$ cat src/rtl/bcd_pkg.sv
// bcd_pkg: shared BCD digit type, limits, countdown states and clamp helper
package bcd_pkg;
   typedef logic [3:0] bcd_digit_t;
   localparam bcd_digit_t BCD_MAX  = 4'd9;
   localparam bcd_digit_t BCD_ZERO = 4'd0;
   typedef enum logic {IDLE, RUN} bcd_dn_state_t;
   function automatic bcd_digit_t bcd_clamp(input bcd_digit_t d);
      return (d > BCD_MAX) ? BCD_MAX : d;
   endfunction
endpackage

$ cat src/rtl/bcd_down_counter_if.sv
// bcd_down_counter_if: control and count bus of the BCD countdown timer
interface bcd_down_counter_if #(parameter int DIGITS = 4);
   logic                  load;
   logic [4*DIGITS-1:0]   load_value;
   logic                  start;
   logic                  stop;
   logic                  enable;
   logic [4*DIGITS-1:0]   Q;
   logic                  busy;
   logic                  zero;
   logic                  done;
   modport master(output load, load_value, start, stop, enable, input Q, busy, zero, done);
   modport slave(input load, load_value, start, stop, enable, output Q, busy, zero, done);
endinterface

$ cat src/rtl/bcd_down_digit.sv
// bcd_down_digit: one BCD digit of the borrow-ripple decrementer
module bcd_down_digit
   import bcd_pkg::*;
(
   input  bcd_digit_t digit_in,
   input  logic       borrow_in,
   output bcd_digit_t digit_out,
   output logic       borrow_out
);
   assign borrow_out = borrow_in && (digit_in == BCD_ZERO);
   assign digit_out  = !borrow_in ? digit_in : borrow_out ? BCD_MAX : digit_in - 4'd1;
endmodule

$ cat src/rtl/bcd_down_counter.sv
// bcd_down_counter: multi-digit BCD countdown timer; BCD_DOWN_AUTO_RELOAD_EN restarts from the loaded value
module bcd_down_counter
   import bcd_pkg::*;
#(
   parameter int DIGITS = 4
) (
   input logic               clk,
   input logic               reset_n,
   bcd_down_counter_if.slave bus
);
   localparam int W = 4*DIGITS;
   bcd_dn_state_t   state_q;
   logic [W-1:0]    q_q;
   logic            done_q;
   logic [W-1:0]    clamp_d;
   logic [W-1:0]    dec_d;
   logic [DIGITS:0] borrow;
`ifdef BCD_DOWN_AUTO_RELOAD_EN
   logic [W-1:0]    reload_q;
`endif
   assign borrow[0] = 1'b1;
   for (genvar i = 0; i < DIGITS; i++) begin : g_dig
      assign clamp_d[4*i +: 4] = bcd_clamp(bus.load_value[4*i +: 4]);
      bcd_down_digit u_dig (
         .digit_in  (q_q[4*i +: 4]),
         .borrow_in (borrow[i]),
         .digit_out (dec_d[4*i +: 4]),
         .borrow_out(borrow[i+1])
      );
   end
   assign bus.Q    = q_q;
   assign bus.busy = (state_q == RUN);
   assign bus.zero = borrow[DIGITS];
   assign bus.done = done_q;
   // Countdown FSM: load > stop > start > enable; done pulses on the completing edge only
   always_ff @(posedge clk or negedge reset_n) begin
      if (!reset_n) begin
         state_q <= IDLE;
         q_q     <= '0;
         done_q  <= 1'b0;
`ifdef BCD_DOWN_AUTO_RELOAD_EN
         reload_q <= '0;
`endif
      end else begin
         done_q <= 1'b0;
         if (bus.load) begin
            q_q     <= clamp_d;
            state_q <= IDLE;
`ifdef BCD_DOWN_AUTO_RELOAD_EN
            reload_q <= clamp_d;
`endif
         end else if (state_q == RUN) begin
            if (bus.stop) begin
               state_q <= IDLE;
            end else if (bus.enable) begin
               q_q <= dec_d;
               if (q_q == W'(1)) begin
                  done_q  <= 1'b1;
                  state_q <= IDLE;
`ifdef BCD_DOWN_AUTO_RELOAD_EN
                  if (reload_q != '0) begin
                     q_q     <= reload_q;
                     state_q <= RUN;
                  end
`endif
               end
            end
         end else if (bus.start) begin
            if (bus.zero) done_q <= 1'b1;
            else state_q <= RUN;
         end
      end
   end
endmodule

$ cat src/flat_wrapper.sv
// flat-port wrapper written by rule: the top's interface ports become plain ports
module bcd_down_counter_flat import bcd_pkg::*;
#(
   parameter int DIGITS = 4
)
  (clk, reset_n, bus_load, bus_load_value, bus_start, bus_stop, bus_enable, bus_Q, bus_busy, bus_zero, bus_done);
  bcd_down_counter_if #(.DIGITS(DIGITS)) bus_i ();
  input logic clk;
  input logic reset_n;
  input wire logic [$bits(bus_i.load)-1:0] bus_load;
  input wire logic [$bits(bus_i.load_value)-1:0] bus_load_value;
  input wire logic [$bits(bus_i.start)-1:0] bus_start;
  input wire logic [$bits(bus_i.stop)-1:0] bus_stop;
  input wire logic [$bits(bus_i.enable)-1:0] bus_enable;
  output wire logic [$bits(bus_i.Q)-1:0] bus_Q;
  output wire logic [$bits(bus_i.busy)-1:0] bus_busy;
  output wire logic [$bits(bus_i.zero)-1:0] bus_zero;
  output wire logic [$bits(bus_i.done)-1:0] bus_done;
  assign bus_i.load = bus_load;
  assign bus_i.load_value = bus_load_value;
  assign bus_i.start = bus_start;
  assign bus_i.stop = bus_stop;
  assign bus_i.enable = bus_enable;
  assign bus_Q = bus_i.Q;
  assign bus_busy = bus_i.busy;
  assign bus_zero = bus_i.zero;
  assign bus_done = bus_i.done;
  bcd_down_counter #(.DIGITS(DIGITS)) u_core (.clk(clk), .reset_n(reset_n), .bus(bus_i));
endmodule
$ cat config.mk
export PLATFORM = sky130hd
export DESIGN_NAME = bcd_down_counter_flat
export DESIGN_NICKNAME = d
export VERILOG_FILES = /design/src/rtl/bcd_pkg.sv /design/src/rtl/bcd_down_counter_if.sv /design/src/rtl/bcd_down_digit.sv /design/src/rtl/bcd_down_counter.sv /design/src/flat_wrapper.sv
export SDC_FILE = /design/constraint.sdc
export NUM_CORES = 1
export LEC_CHECK = 0
export BUFFER_PORTS_ARGS = -buffer_cell sky130_fd_sc_hd__buf_2
export CORE_MARGIN = 3
export CORE_UTILIZATION = 29
export DETAILED_ROUTE_END_ITERATION = 8
export GPL_TIMING_DRIVEN = 0
export SYNTH_ARGS = -nofsm -noshare
export SYNTH_HDL_FRONTEND = slang
export SYNTH_HIERARCHICAL = 1
export SYNTH_SLANG_ARGS = --single-unit
$ cat constraint.sdc
create_clock -name clk -period 3.8 [get_ports clk]
set_input_delay 0.76 -clock clk [delete_from_list [all_inputs] [get_ports clk]]
set_output_delay 0.76 -clock clk [all_outputs]
set_load 0.1 [all_outputs]
**Yosys cells after proc, flatten, opt, wreduce, memory -nomap -nowiden**

Cells that the tools add are included.

- Add/sub/neg operators: 4
- $lt $le $gt $ge: 4
- Equality and inequality tests: 2
- Mux-type cells: 29
- Reduce and logical (&&, ||, !) cells: 16

Operator list:

| operator | count |
|---|---|
| $mux 16 | 4 |
| $mux 4 | 11 |
| $eq 16x1->1 const B | 1 |
| $gt 4x4->1 const B | 4 |
| $logic_not 4->1 | 4 |
| $sub 4x1->4 const B | 4 |
| $mux 1 | 14 |
| $reduce_and 4->1 | 3 |
| $reduce_bool 2->1 | 5 |
| $logic_and 1x1->1 | 3 |
| $reduce_and 3->1 | 1 |
| $ne 2x2->1 const B | 1 |

- Register bits after elaboration: 18
- Input bits: 22
- Output and inout port bits: 19
- Word-level logic and storage cells: 61

**Depth between registers and ports, before layout**

- Depth in word-level cells: 10
- Mapped depth: 13
- Gate-level depth less buffers: 13

**Hierarchy**

Netlist, hierarchy kept.

Modules (own cells, without submodules):

| module | times used | cells an instance | area each (µm²) | seq. area each (µm²) |
|---|---|---|---|---|
| bcd_down_counter | 1 | 92 | 943.4 | 450.4 |
| bcd_down_digit | 4 | 18 | 120.1 | 0.0 |

**Least setup slack after synthesis**

OpenSTA, ideal clock, no wires.

- Path type: register to output
- Start: register u_core.q_q[1] (netlist: u_core/bus.Q[1])
- End: output bus_zero
- Arrival: 4139 ps
- Required time: 3040 ps
- Setup slack: -1099 ps
- Cell stages (with the launch flop): 11
- Buffers on the path: 0
- Cells stage by stage: dfrtp_1 > inv_1 > ha_1 > nand2b_1 > nor2b_1 > and2b_1 > nor2b_1 > and2b_1 > nor2b_1 > and2b_1 > nor2b_1

- Word-level cells in the longest chain between the ends: 4

Ends and longest elaborated chain:

| what | RTL line | source |
|---|---|---|
| start, declared | bcd_down_counter.sv:13 | `logic [W-1:0] q_q;` |
| start signal, assigned | bcd_down_counter.sv:47 | `q_q <= clamp_d;` |
| $logic_not 4->1 | bcd_down_digit.sv:10 | `assign borrow_out = borrow_in && (digit_in == BCD_ZERO);` |
| net u_core.borrow[1] | bcd_down_counter.sv:17 | `logic [DIGITS:0] borrow;` |
| $logic_and 1x1->1 | bcd_down_digit.sv:10 |  |
| net u_core.borrow[2] | bcd_down_counter.sv:17 |  |
| $logic_and 1x1->1 | bcd_down_digit.sv:10 |  |
| net u_core.borrow[3] | bcd_down_counter.sv:17 |  |
| $logic_and 1x1->1 | bcd_down_digit.sv:10 |  |
| end, declared | flat_wrapper.sv:17 | `output wire logic [$bits(bus_i.zero)-1:0] bus_zero;` |

The timed path passes the listed nets, and every way through them passes these cells.

**Worst setup path after layout**

Same ends and word-level chain as after synthesis.

==> impl_metrics.ini <==
[worst_setup_path]
r2r_start = u_core/bus.Q[1]
startpoint_type = register
endpoint_kind = output pin
ff2ff_path_depth = 13
crit_type = register to output pin
crit_path_start = u_core/bus.Q[1]
crit_path_max_fanout = 6
worstPathRequired_ns = 3.04
crit_arrival_ns = 2.86
regToRegSetupSlack_ns = 1.00

[clocking]
cts_sinks = 18
path_clk_slew_ns = 0.07
clock_path_buffers = 2
cts_tree = yes
cts_root_buf = clkbuf_8
worstSkewPairLatency_ns = 0.25
cts-buffers-inserted = 3
h-tree-depth = 1

[grt]
gr-total-overflow = 0
grt_max_degree = 19
antenna_found_initial = 0
track_usage = 0.127
grt_pass1_wl_um = 6180
grt_pass1_vias = 1272

[logic_synthesis]
synth_commonest_cells = dfrtp_1, o21ai_0, mux2i_1, nand2_1, inv_1
yosys.area.top_type_share = 0.316
synthTopCellsByArea = dfrtp_1, mux2i_1, ha_1
yosys_register_bits = 18
ys_types = 31
synth_edf_count = 0
async_flop_share = 1.00
syn_inst = 164
syn_avg_cell_area_um2 = 8.68
ys_warn_count = 6
synthFlopType = dfrtp_1
syn-cell-area_um2 = 1420
yosysTopAreaCell = dfrtp_1
seq_area_frac_synth = 0.316

[floorplan]
start_util = 0.314
die_area_um2 = 5790
die_width_um = 76.1
ios = 41
core-area_um2 = 4530
die_h_um = 76.1
core.rowCount = 24

[pwr]
powerDensity_nw_per_um2 = 382
p_seq_frac = 0.349
comb_power_share = 0.424
p_sw_uw = 312
internal_power_uw = 382
clkPwrFrac = 0.227
peakVddDrop_mv = 0.221
p_sw_frac = 0.450
p_leak_uw = 0.000911

[final_layout]
fillerInstances = 474
diodes = 0
area_delta_synth_final_pct = 27.7
fin_cells = 277
final_core_util = 0.401
final_layout_size_suffix_gt1_frac = 0.274
fin_nets = 243

[timing]
timing.hold.ws_ns = 0.431
setup_tns_ns = 0
slew_violations = 0
skew_ns = 0.000847
fin_crit_sh = 0.952
rsz0062_at_grt = no
setup_viol = 0
fmax_mhz = 276
min_period_ns = 3.62
finalHoldViolCount = 0

[worst_hold_path]
hold_class = primary input to async pin

[placed_design]
gp_congestion = 0.759
port_buffers = 39
post-dp-hpwl_um = 2790
placed_cells = 273

[drt]
postRouteAntennaNets = 0
drt-initial-drc-count = 75
wl_per_cell_um = 13.2
via_count = 1361
routed_via_density = 4.91
drt_drc_violations_left = 0
dr.pass1.iters = 4
wl_um = 3640

[outcome]
status = finished, final reports clean

[flow_run]
maxCapViolCount = 0
## path summary, 6_finish.rpt
check | endpoint
max | bus_zero
min | u_core/bus.Q[8]
max reg2reg | u_core/bus.busy
min reg2reg | u_core/bus.Q[3]
max in group asynchronous | u_core/bus.Q[1]
min in group clk | u_core/bus.Q[3]
## area by class of cell
| type | count | area (um^2) | area share |
|---|---|---|---|
| Timing Repair Buffer | 39 | 201 | 0.111 |
| Tap cell | 65 | 81.3 | 0.0447 |
| Sequential cell | 18 | 458 | 0.252 |
| Inverter | 10 | 37.5 | 0.0206 |
| Buffer | 5 | 37.5 | 0.0206 |
| Clock buffer | 4 | 55.1 | 0.0303 |
| Multi-Input combinational cell | 136 | 947 | 0.521 |
## metal layers
layer  vias up  track usage  share of wire
li1        681            -              -
met1       640        0.172           0.50
met2        40        0.204           0.43
met3         0       0.0390          0.068
met4         0       0.0163              0
met5         -            0              0
## kinds of logic (layout without fill, tap and decap cells)
kind of cell	Yosys count	in the layout	synth area share
xor gates and xnor gates	4	4	0.0246
adders and majority gates	8	8	0.0703
muxes	16	16	0.112
other	1	6	0.00263
DFF	18	18	0.316
and+or+nand+nor	55	55	0.213
buffers and inverters	15	58	0.0527
AOI/OAI and AO/OA	47	47	0.208
## repair_timing
action | 4_1_cts | 5_1_grt
setup endpoints to repair | 1 | 1
resized for setup | 6 | 2
endpoints found under the hold margin | 0 | 0
hold buffers | 0 | 0
buffers inserted | 0 | 0
## cell usage in the layout, fill, tap and decap left out
master and count:
a21o_1 1, a21oi_1 7, a41oi_1 4, and2b_1 4
buf_2 38, buf_4 1, buf_6 3, clkbuf_1 2
clkbuf_8 4, conb_1 6, dfrtp_1 14, dfrtp_2 3
dfrtp_4 1, ha_1 8, inv_1 10, mux2i_1 16
nand2_1 16, nand2b_1 8, nand3_1 4, nand3b_1 3
nand4_1 2, nor2_1 5, nor2b_1 3, nor2b_4 4
nor3_1 1, nor3b_1 1, nor4_1 2, nor4bb_1 1
o21a_1 4, o21ai_0 18, o21ai_1 4, o21bai_2 4
o22ai_1 4, o41ai_1 1, or4b_1 1, xor2_1 4
## stage by stage
step                power [uW]  worst slack, ns  area [um^2]
floorplan                  474        0.0000289         1460
global placement           536           -0.297         1730
detailed placement         538           -0.337         1730
CTS                        700           0.0412         1810
global route               732           0.0358         1820
finish                     694            0.181         1820
## sequential cells by signal (all words and copies together), names as in the netlist
name / count
u_core/bus.Q: 16
u_core/bus.busy: 1
u_core/bus.done: 1
## power groups by stage
stage | Sequential [uW] | Combinational [uW] | Clock (uW)
floorplan | 374 | 100 | 0
global placement | 246 | 290 | 0
global route | 247 | 315 | 170
detailed placement | 247 | 291 | 0
CTS | 243 | 294 | 163
finish | 242 | 294 | 158
## worst max-delay path, stage by stage (launching register included)
cell and delay, ns:
dfrtp_4 0.50, inv_1 0.13, ha_1 0.18, nand2b_1 0.12, nor2b_4 0.20, and2b_1 0.19
nor2b_4 0.24, and2b_1 0.19, nor2b_4 0.23, and2b_1 0.19, nor2b_4 0.19, buf_6 0.24
Note: power is estimated with default switching activity, not from simulation.
